### src/rtl/regfile_scan_reader_if.sv
// Output stream of the register-file scan reader: one register value per beat,
// tagged with its index and an end-of-range marker, under valid/ready flow control.
interface regfile_scan_reader_if;
  logic        out_valid;
  logic        out_ready;
  logic [63:0] out_data;
  logic [4:0]  out_index;
  logic        out_last;

  modport master (
    output out_valid,
    output out_data,
    output out_index,
    output out_last,
    input  out_ready
  );

  modport slave (
    input  out_valid,
    input  out_data,
    input  out_index,
    input  out_last,
    output out_ready
  );
endinterface

### src/rtl/regfile_scan_reader.sv
// Read-side scan client for the 32x64 register file. After a start pulse it walks
// the read-address port from FIRST_REG to LAST_REG and streams each value out,
// one beat per cycle when the consumer keeps out_ready high.
module regfile_scan_reader #(
  parameter int FIRST_REG      = 0,
  parameter int LAST_REG       = 31,
  parameter bit FORCE_ZERO_X31 = 1'b1
) (
  input  logic                         clk,
  input  logic                         reset,
  input  logic                         start,
  input  logic                         abort,
  output logic [4:0]                   ReadRegister,
  input  logic [63:0]                  ReadData,
  regfile_scan_reader_if.master        out_if,
  output logic                         busy,
  output logic                         done
);

  if (FIRST_REG < 0 || LAST_REG > 31 || FIRST_REG > LAST_REG) begin : g_bad_range
    $error("regfile_scan_reader: need 0 <= FIRST_REG <= LAST_REG <= 31");
  end

  localparam logic [4:0] FIRST_IDX = 5'(FIRST_REG);
  localparam logic [4:0] LAST_IDX  = 5'(LAST_REG);

  // ST_SCAN is the "active" phase: the pointer still has registers left to load.
  // A final beat may still be waiting in the output register after leaving it.
  typedef enum logic {
    ST_IDLE,
    ST_SCAN
  } state_t;

  state_t     state;
  state_t     state_next;
  logic [4:0] ptr;
  logic       active;
  logic       load;
  logic       drain;
  logic       start_go;
  logic       ptr_at_last;
  logic       zero_x31;

  // The pipeline shares this read port, so the address comes straight from a flop.
  assign ReadRegister = ptr;

  // Scan phase register; abort and reset both drop back to idle.
  always_ff @(posedge clk or negedge reset) begin
    if (!reset) begin
      state <= ST_IDLE;
    end else begin
      state <= state_next;
    end
  end

  // Leave idle on an accepted start, leave the scan once the last register is loaded.
  always_comb begin
    state_next = state;
    if (abort) begin
      state_next = ST_IDLE;
    end else begin
      case (state)
        ST_IDLE: if (start_go) state_next = ST_SCAN;
        ST_SCAN: if (load && ptr_at_last) state_next = ST_IDLE;
        default: state_next = ST_IDLE;
      endcase
    end
  end

  // Handshake decode: load whenever the output register is empty or being emptied.
  always_comb begin
    active      = (state == ST_SCAN);
    busy        = active || out_if.out_valid;
    load        = active && (!out_if.out_valid || out_if.out_ready);
    drain       = !load && out_if.out_valid && out_if.out_ready;
    start_go    = start && !busy;
    ptr_at_last = (ptr == LAST_IDX);
    zero_x31    = FORCE_ZERO_X31 && (ptr == 5'd31);
  end

  // Pointer, output beat register and the done pulse; abort wins over start and load.
  always_ff @(posedge clk or negedge reset) begin
    if (!reset) begin
      ptr              <= FIRST_IDX;
      out_if.out_valid <= 1'b0;
      out_if.out_data  <= 64'h0;
      out_if.out_index <= 5'd0;
      out_if.out_last  <= 1'b0;
      done             <= 1'b0;
    end else if (abort) begin
      ptr              <= FIRST_IDX;
      out_if.out_valid <= 1'b0;
      done             <= 1'b0;
    end else begin
      done <= out_if.out_valid && out_if.out_ready && out_if.out_last;
      if (start_go) begin
        ptr <= FIRST_IDX;
      end else if (load) begin
        ptr <= ptr_at_last ? FIRST_IDX : ptr + 5'd1;
      end
      if (load) begin
        out_if.out_valid <= 1'b1;
        out_if.out_data  <= zero_x31 ? 64'h0 : ReadData;
        out_if.out_index <= ptr;
        out_if.out_last  <= ptr_at_last;
      end else if (drain) begin
        out_if.out_valid <= 1'b0;
      end
    end
  end

endmodule

### src/flat_wrapper.sv
// flat-port wrapper written by rule: the top's interface ports become plain ports
module regfile_scan_reader_flat 
#(
  parameter int FIRST_REG      = 0,
  parameter int LAST_REG       = 31,
  parameter bit FORCE_ZERO_X31 = 1'b1
)
  (clk, reset, start, abort, ReadRegister, ReadData, busy, done, out_if_out_valid, out_if_out_data, out_if_out_index, out_if_out_last, out_if_out_ready);
  regfile_scan_reader_if out_if_i ();
  input  logic clk;
  input  logic reset;
  input  logic start;
  input  logic abort;
  output logic [4:0] ReadRegister;
  input  logic [63:0] ReadData;
  output logic busy;
  output logic done;
  output wire logic [$bits(out_if_i.out_valid)-1:0] out_if_out_valid;
  output wire logic [$bits(out_if_i.out_data)-1:0] out_if_out_data;
  output wire logic [$bits(out_if_i.out_index)-1:0] out_if_out_index;
  output wire logic [$bits(out_if_i.out_last)-1:0] out_if_out_last;
  input wire logic [$bits(out_if_i.out_ready)-1:0] out_if_out_ready;
  assign out_if_out_valid = out_if_i.out_valid;
  assign out_if_out_data = out_if_i.out_data;
  assign out_if_out_index = out_if_i.out_index;
  assign out_if_out_last = out_if_i.out_last;
  assign out_if_i.out_ready = out_if_out_ready;
  regfile_scan_reader #(.FIRST_REG(FIRST_REG), .LAST_REG(LAST_REG), .FORCE_ZERO_X31(FORCE_ZERO_X31)) u_core (.clk(clk), .reset(reset), .start(start), .abort(abort), .ReadRegister(ReadRegister), .ReadData(ReadData), .out_if(out_if_i), .busy(busy), .done(done));
endmodule
### config.mk
export PLATFORM = sky130hd
export DESIGN_NAME = regfile_scan_reader_flat
export DESIGN_NICKNAME = d
export VERILOG_FILES = /design/src/rtl/regfile_scan_reader_if.sv /design/src/rtl/regfile_scan_reader.sv /design/src/flat_wrapper.sv
export SDC_FILE = /design/constraint.sdc
export NUM_CORES = 1
export LEC_CHECK = 0
export BUFFER_PORTS_ARGS = -buffer_cell sky130_fd_sc_hd__buf_2
export CAP_MARGIN = 15
export CORE_MARGIN = 8
export CORE_UTILIZATION = 48
export DETAILED_ROUTE_END_ITERATION = 8
export PLACE_DENSITY = 0.91
export SLEW_MARGIN = 20
export SYNTH_ARGS = -nofsm -noshare
export SYNTH_HDL_FRONTEND = slang
export SYNTH_SLANG_ARGS = --single-unit
### constraint.sdc
create_clock -name clk -period 2.2 [get_ports clk]
set_input_delay 0.11 -clock clk [delete_from_list [all_inputs] [get_ports clk]]
set_output_delay 0.11 -clock clk [all_outputs]
set_load 0.03 [all_outputs]
After elaboration in Yosys (flattened, before gate mapping) --
Index checks and enable logic that the tools add are counted.
Storage, ports and cells: bits in registers 78, word-level logic and storage cells 39, output and inout bits 78
Cells by class: bitwise logic cells 2, equal/unequal tests 1, mux-type cells 13, add/subtract/negate cells 1, reduce and logical (&&, ||, !) cells 15
Operators by type and width (number):
- 64-bit 2-to-1 mux | 1
- 5-bit 2-to-1 mux | 4
- 1-bit logical AND | 7
- 1-bit 2-to-1 mux | 7
- 3-bit nonzero test | 2
- 5-bit by 1-bit adder with 5-bit output (second input constant) | 1
- 5-bit equality test (second input constant) | 1
- 1-bit logical NOT | 3
- 1-bit logical OR | 2
- 1-bit NOT | 2
- 1-bit case mux with 2 select lines | 1
- 2-bit AND reduction | 1

Logic depth before layout (Yosys ltp) --
word-level depth 9, mapped depth 7, mapped depth without buffers 6

Least setup slack after synthesis --
No wires, ideal clock.
path kind register to register, from register u_core.ptr[0], in the netlist u_core.ReadRegister[0], to register u_core.out_if.out_data[21], setup slack 24 ps, cell stages (with the launch flop) 8, arrival 2051 ps, data required time 2075 ps, library setup time 125 ps, cells stage by stage dfrtp_1 -> ha_1 -> and3_1 -> ha_1 -> clkbuf_1 -> clkbuf_1 -> and2b_1 -> mux2_2
On the way: word-level cells in the longest chain between the ends 2
Ends and longest elaborated chain:
- start, declared | line regfile_scan_reader.sv:36 | logic [4:0] ptr;
- start signal, assigned | line regfile_scan_reader.sv:99 | ptr <= ptr_at_last ? FIRST_IDX : ptr + 5'd1;
- 5-bit equality test
- via u_core.ptr_at_last | line regfile_scan_reader.sv:41 | logic ptr_at_last;
- 64-bit 2-to-1 mux | line regfile_scan_reader.sv:103 | out_if.out_data <= zero_x31 ? 64'h0 : ReadData;
- end signal, assigned | line regfile_scan_reader.sv:103
- end, declared | line regfile_scan_reader_if.sv:12 | output out_data,
The timed path passes the listed nets, and every way through them passes these cells. A chain may end at the register's enable or synchronous reset.

Worst setup path after layout --
from register u_core.ptr[0], in the netlist u_core.ReadRegister[0], to register u_core.out_if.out_data[6]
Same word-level chain as after synthesis.

==> results.cfg <==
[finish]
drive_gt1_share_pct = 57.97
area_growth_from_synthesis_to_layout_pct = 30.87
nNetsFinal = 480
num-fill-cells = 544
stdcell_area_sq_mm = 0.004593
antennaDiodeCount = 0

[critical_path]
crit_path_end_kind = flip-flop
r2r_start = u_core.ReadRegister[0]
critPathKind = reg -> reg
worst-r2r-setup-slack_ns = 0.36
cp.required_ns = 2.42
timing.critical_path.from_type = flip-flop
worstPathArrival_ns = 2.05
worst_r2r_endpoint = u_core.out_if.out_data[6]
cp_max_fo = 36
worstRegToRegCells = 6

[min_path]
hold_path_end = u_core.out_if.out_valid
hold_path.startpoint = abort
min_path_type = in -> reg
worst_hold_path_cells = 2

[global_routing]
track_usage_pct = 15.76
grt_overflow_total = 0
grt_pass1_vias = 2764
grt_max_degree = 79
grt_first_pass_wirelength_um = 12990
grt_antenna_before_repair = 0

[yosys]
synth-seq-area-share_pct = 55.61
ys_seq_elements = 78
synth-edff-count = 0
synth_cell_area_sq_mm = 0.003510
mappedNetlistNets = 331
ys_async_sr_fraction_pct = 100.0
top_count_cell_post_synth = sky130_fd_sc_hd__dfrtp_1
leading_register_cell_type_out_of_synthesis = sky130_fd_sc_hd__dfrtp_1
synth_top_area_share_pct = 55.61
synth.lib_cells_used.distinct = 24
synthDominantAreaCellType = sky130_fd_sc_hd__dfrtp_1
synth.avg_cell_area_sq_um = 13.50
synthesis.instances = 260
yosysWarnings = 0
synth_common_cells = sky130_fd_sc_hd__dfrtp_1 (78), sky130_fd_sc_hd__mux2_2 (64), sky130_fd_sc_hd__nor2b_1 (51)
synthTopCellsByArea = sky130_fd_sc_hd__dfrtp_1 (56%), sky130_fd_sc_hd__mux2_2 (21%), sky130_fd_sc_hd__nor2b_1 (9.1%)

[floorplanning]
floorplan_core_area_sq_mm = 0.007176
std_cell_rows = 31
chipHeight_um = 101.5
die_area_sq_mm = 0.01030
initial_util_pct = 48.91
die_x_um = 101.5
top_ports = 147

[route]
drcViolationCount = 0
detailedRoute.firstPassIterationCount = 4
drt-total-wl_um = 8063
post_drt_via_cell_ratio = 4.891
detailedRoute.firstIterationViolations = 58
drtAntennaViolNets = 0
wl_per_cell_um = 15.72
detailroute.via_count = 2509

[clocking]
worst_setup_hold_path_clk_slew_ns = 0.08
clk-insertion-delay-late_ns = 0.34
htree_levels = 3
tritoncts.num_buffers = 9
tritoncts = done
cts-root-to-sink-buffers = 2
root_buffer = sky130_fd_sc_hd__clkbuf_8
cts_num_sinks = 78

[flow_run]
cap_viol_max_count = 0

[sta]
clock_skew_ns = 0.01231
worst_pin_slew_ns = 0.9627
clock.fmax_ghz = 0.5445
setup_viol_count_final = 0
rsz0062_at_grt = false
slew_headroom_pct = 35.82
post-route-period-util_pct = 83.48
hold_violations = 0
final.setup.tns_ns = 0
final_max_slew_viol_count = 0
finalWorstPathRequiredPeriod_ns = 1.836

[run_status]
outcome = finished clean

[placed_design]
placement.cell_area_sq_mm = 0.004327
finalWeightedCongestion = 0.7975
dp_hpwl_um = 5913
portBuffers = 146

[pwr]
fin_total_pwr_mw = 4.967
power_density_mw_per_mm2 = 1081
peakVddDrop_mv = 0.6319
cellLeakagePower_nw = 2.276
## how the worst max path moves through the flow
stage / cells past startpoint / slack [ns] / start / to
after floorplan: 7 / 0.02 / u_core.ReadRegister[0] / u_core.out_if.out_data[21]
after global placement: 6 / 0.23 / u_core.ReadRegister[0] / u_core.out_if.out_data[15]
after detailed placement: 6 / 0.15 / u_core.ReadRegister[1] / u_core.out_if.out_data[12]
after CTS: 6 / 0.14 / u_core.ReadRegister[1] / u_core.out_if.out_data[54]
after global routing: 6 / 0.24 / u_core.ReadRegister[1] / u_core.out_if.out_data[59]
final: 6 / 0.36 / u_core.ReadRegister[0] / u_core.out_if.out_data[6]
## metal layers
layer,GRT usage (%),up-vias,wire length (um)
li1,-,1179,-
met3,6.735,8,892
met5,0,-,0
met4,5.613,0,79
met2,26.51,96,3984
met1,17.33,1226,3107
## cell families (layout without fill, tap and decap cells)
| family | Yosys count | in the layout | share of synthesized area [%] |
|---|---|---|---|
| adders and majority gates | 2 | 2 | 0.7129 |
| buffers and inverters | 16 | 170 | 3.209 |
| and+or+nand+nor | 79 | 79 | 14.90 |
| DFF | 78 | 78 | 55.61 |
| AOI/OAI and AO/OA | 15 | 15 | 2.460 |
| muxes | 70 | 70 | 23.10 |
## final cells by class
type / instances / area (sq um) / area share [%]
sequential: 78 / 1952 / 42.50
clock buffer: 10 / 137.6 / 2.996
inverter: 2 / 7.507 / 0.1634
multi-input combinational: 166 / 1458 / 31.74
clock inverter: 6 / 108.9 / 2.370
tap: 99 / 123.9 / 2.697
timing repair buffer: 152 / 805.8 / 17.54
## registers in the layout, indices dropped and copies added (netlist names)
name / cells
u_core.ReadRegister: 5
u_core.out_if.out_valid: 1
u_core.out_if.out_data: 64
u_core.done: 1
u_core.out_if.out_last: 1
u_core.active: 1
u_core.out_if.out_index: 5
## layout by cell type (no fill, tap or decap), drive strengths merged, types with 2 or more instances in the layout
master	netlist	routed
buf	7	151
dfrtp	78	78
mux2	70	70
nor2b	51	51
and2b	15	15
clkbuf	7	10
a21oi	7	7
nand3	3	3
o21ai	3	3
bufinv	0	3
clkinv	0	3
nor2	2	2
a21o	2	2
and4b	2	2
o31ai	2	2
inv	2	2
ha	2	2
## power breakdown
group / internal (mW) / switching (mW)
Combinational: 0.621 / 1.09
Sequential: 1.79 / 0.175
Clock: 0.783 / 0.514
Total: 3.19 / 1.78
## stage by stage
stage	instances	util, %	hold WS [ns]	worst slack [ns]
6_report	513	64.01	0.02227	0.3635
3_5_place_dp	496	60.30	0.3304	0.1491
4_1_cts	513	63.87	0.004842	0.1353
3_3_place_gp	496	60.30	0.3194	0.2272
2_1_floorplan	260	-	-0.1856	0.02424
5_1_grt	513	64.01	0.02983	0.2384
## worst max-delay path, stage by stage, from the launching register on
cell and delay, ns:
sky130_fd_sc_hd__dfrtp_1 0.36, sky130_fd_sc_hd__ha_1 0.19, sky130_fd_sc_hd__and3_1 0.22, sky130_fd_sc_hd__ha_4 0.38, sky130_fd_sc_hd__buf_12 0.24, sky130_fd_sc_hd__nor2b_1 0.07
sky130_fd_sc_hd__mux2_2 0.26
## timing repair
item	4_1_cts	5_1_grt
hold buffers	1	0
buffers inserted	0	0
resized for setup	0	1
endpoints found under the setup margin	0	1
endpoints found under the hold margin	78	0
(Power assumes the default switching activity.)
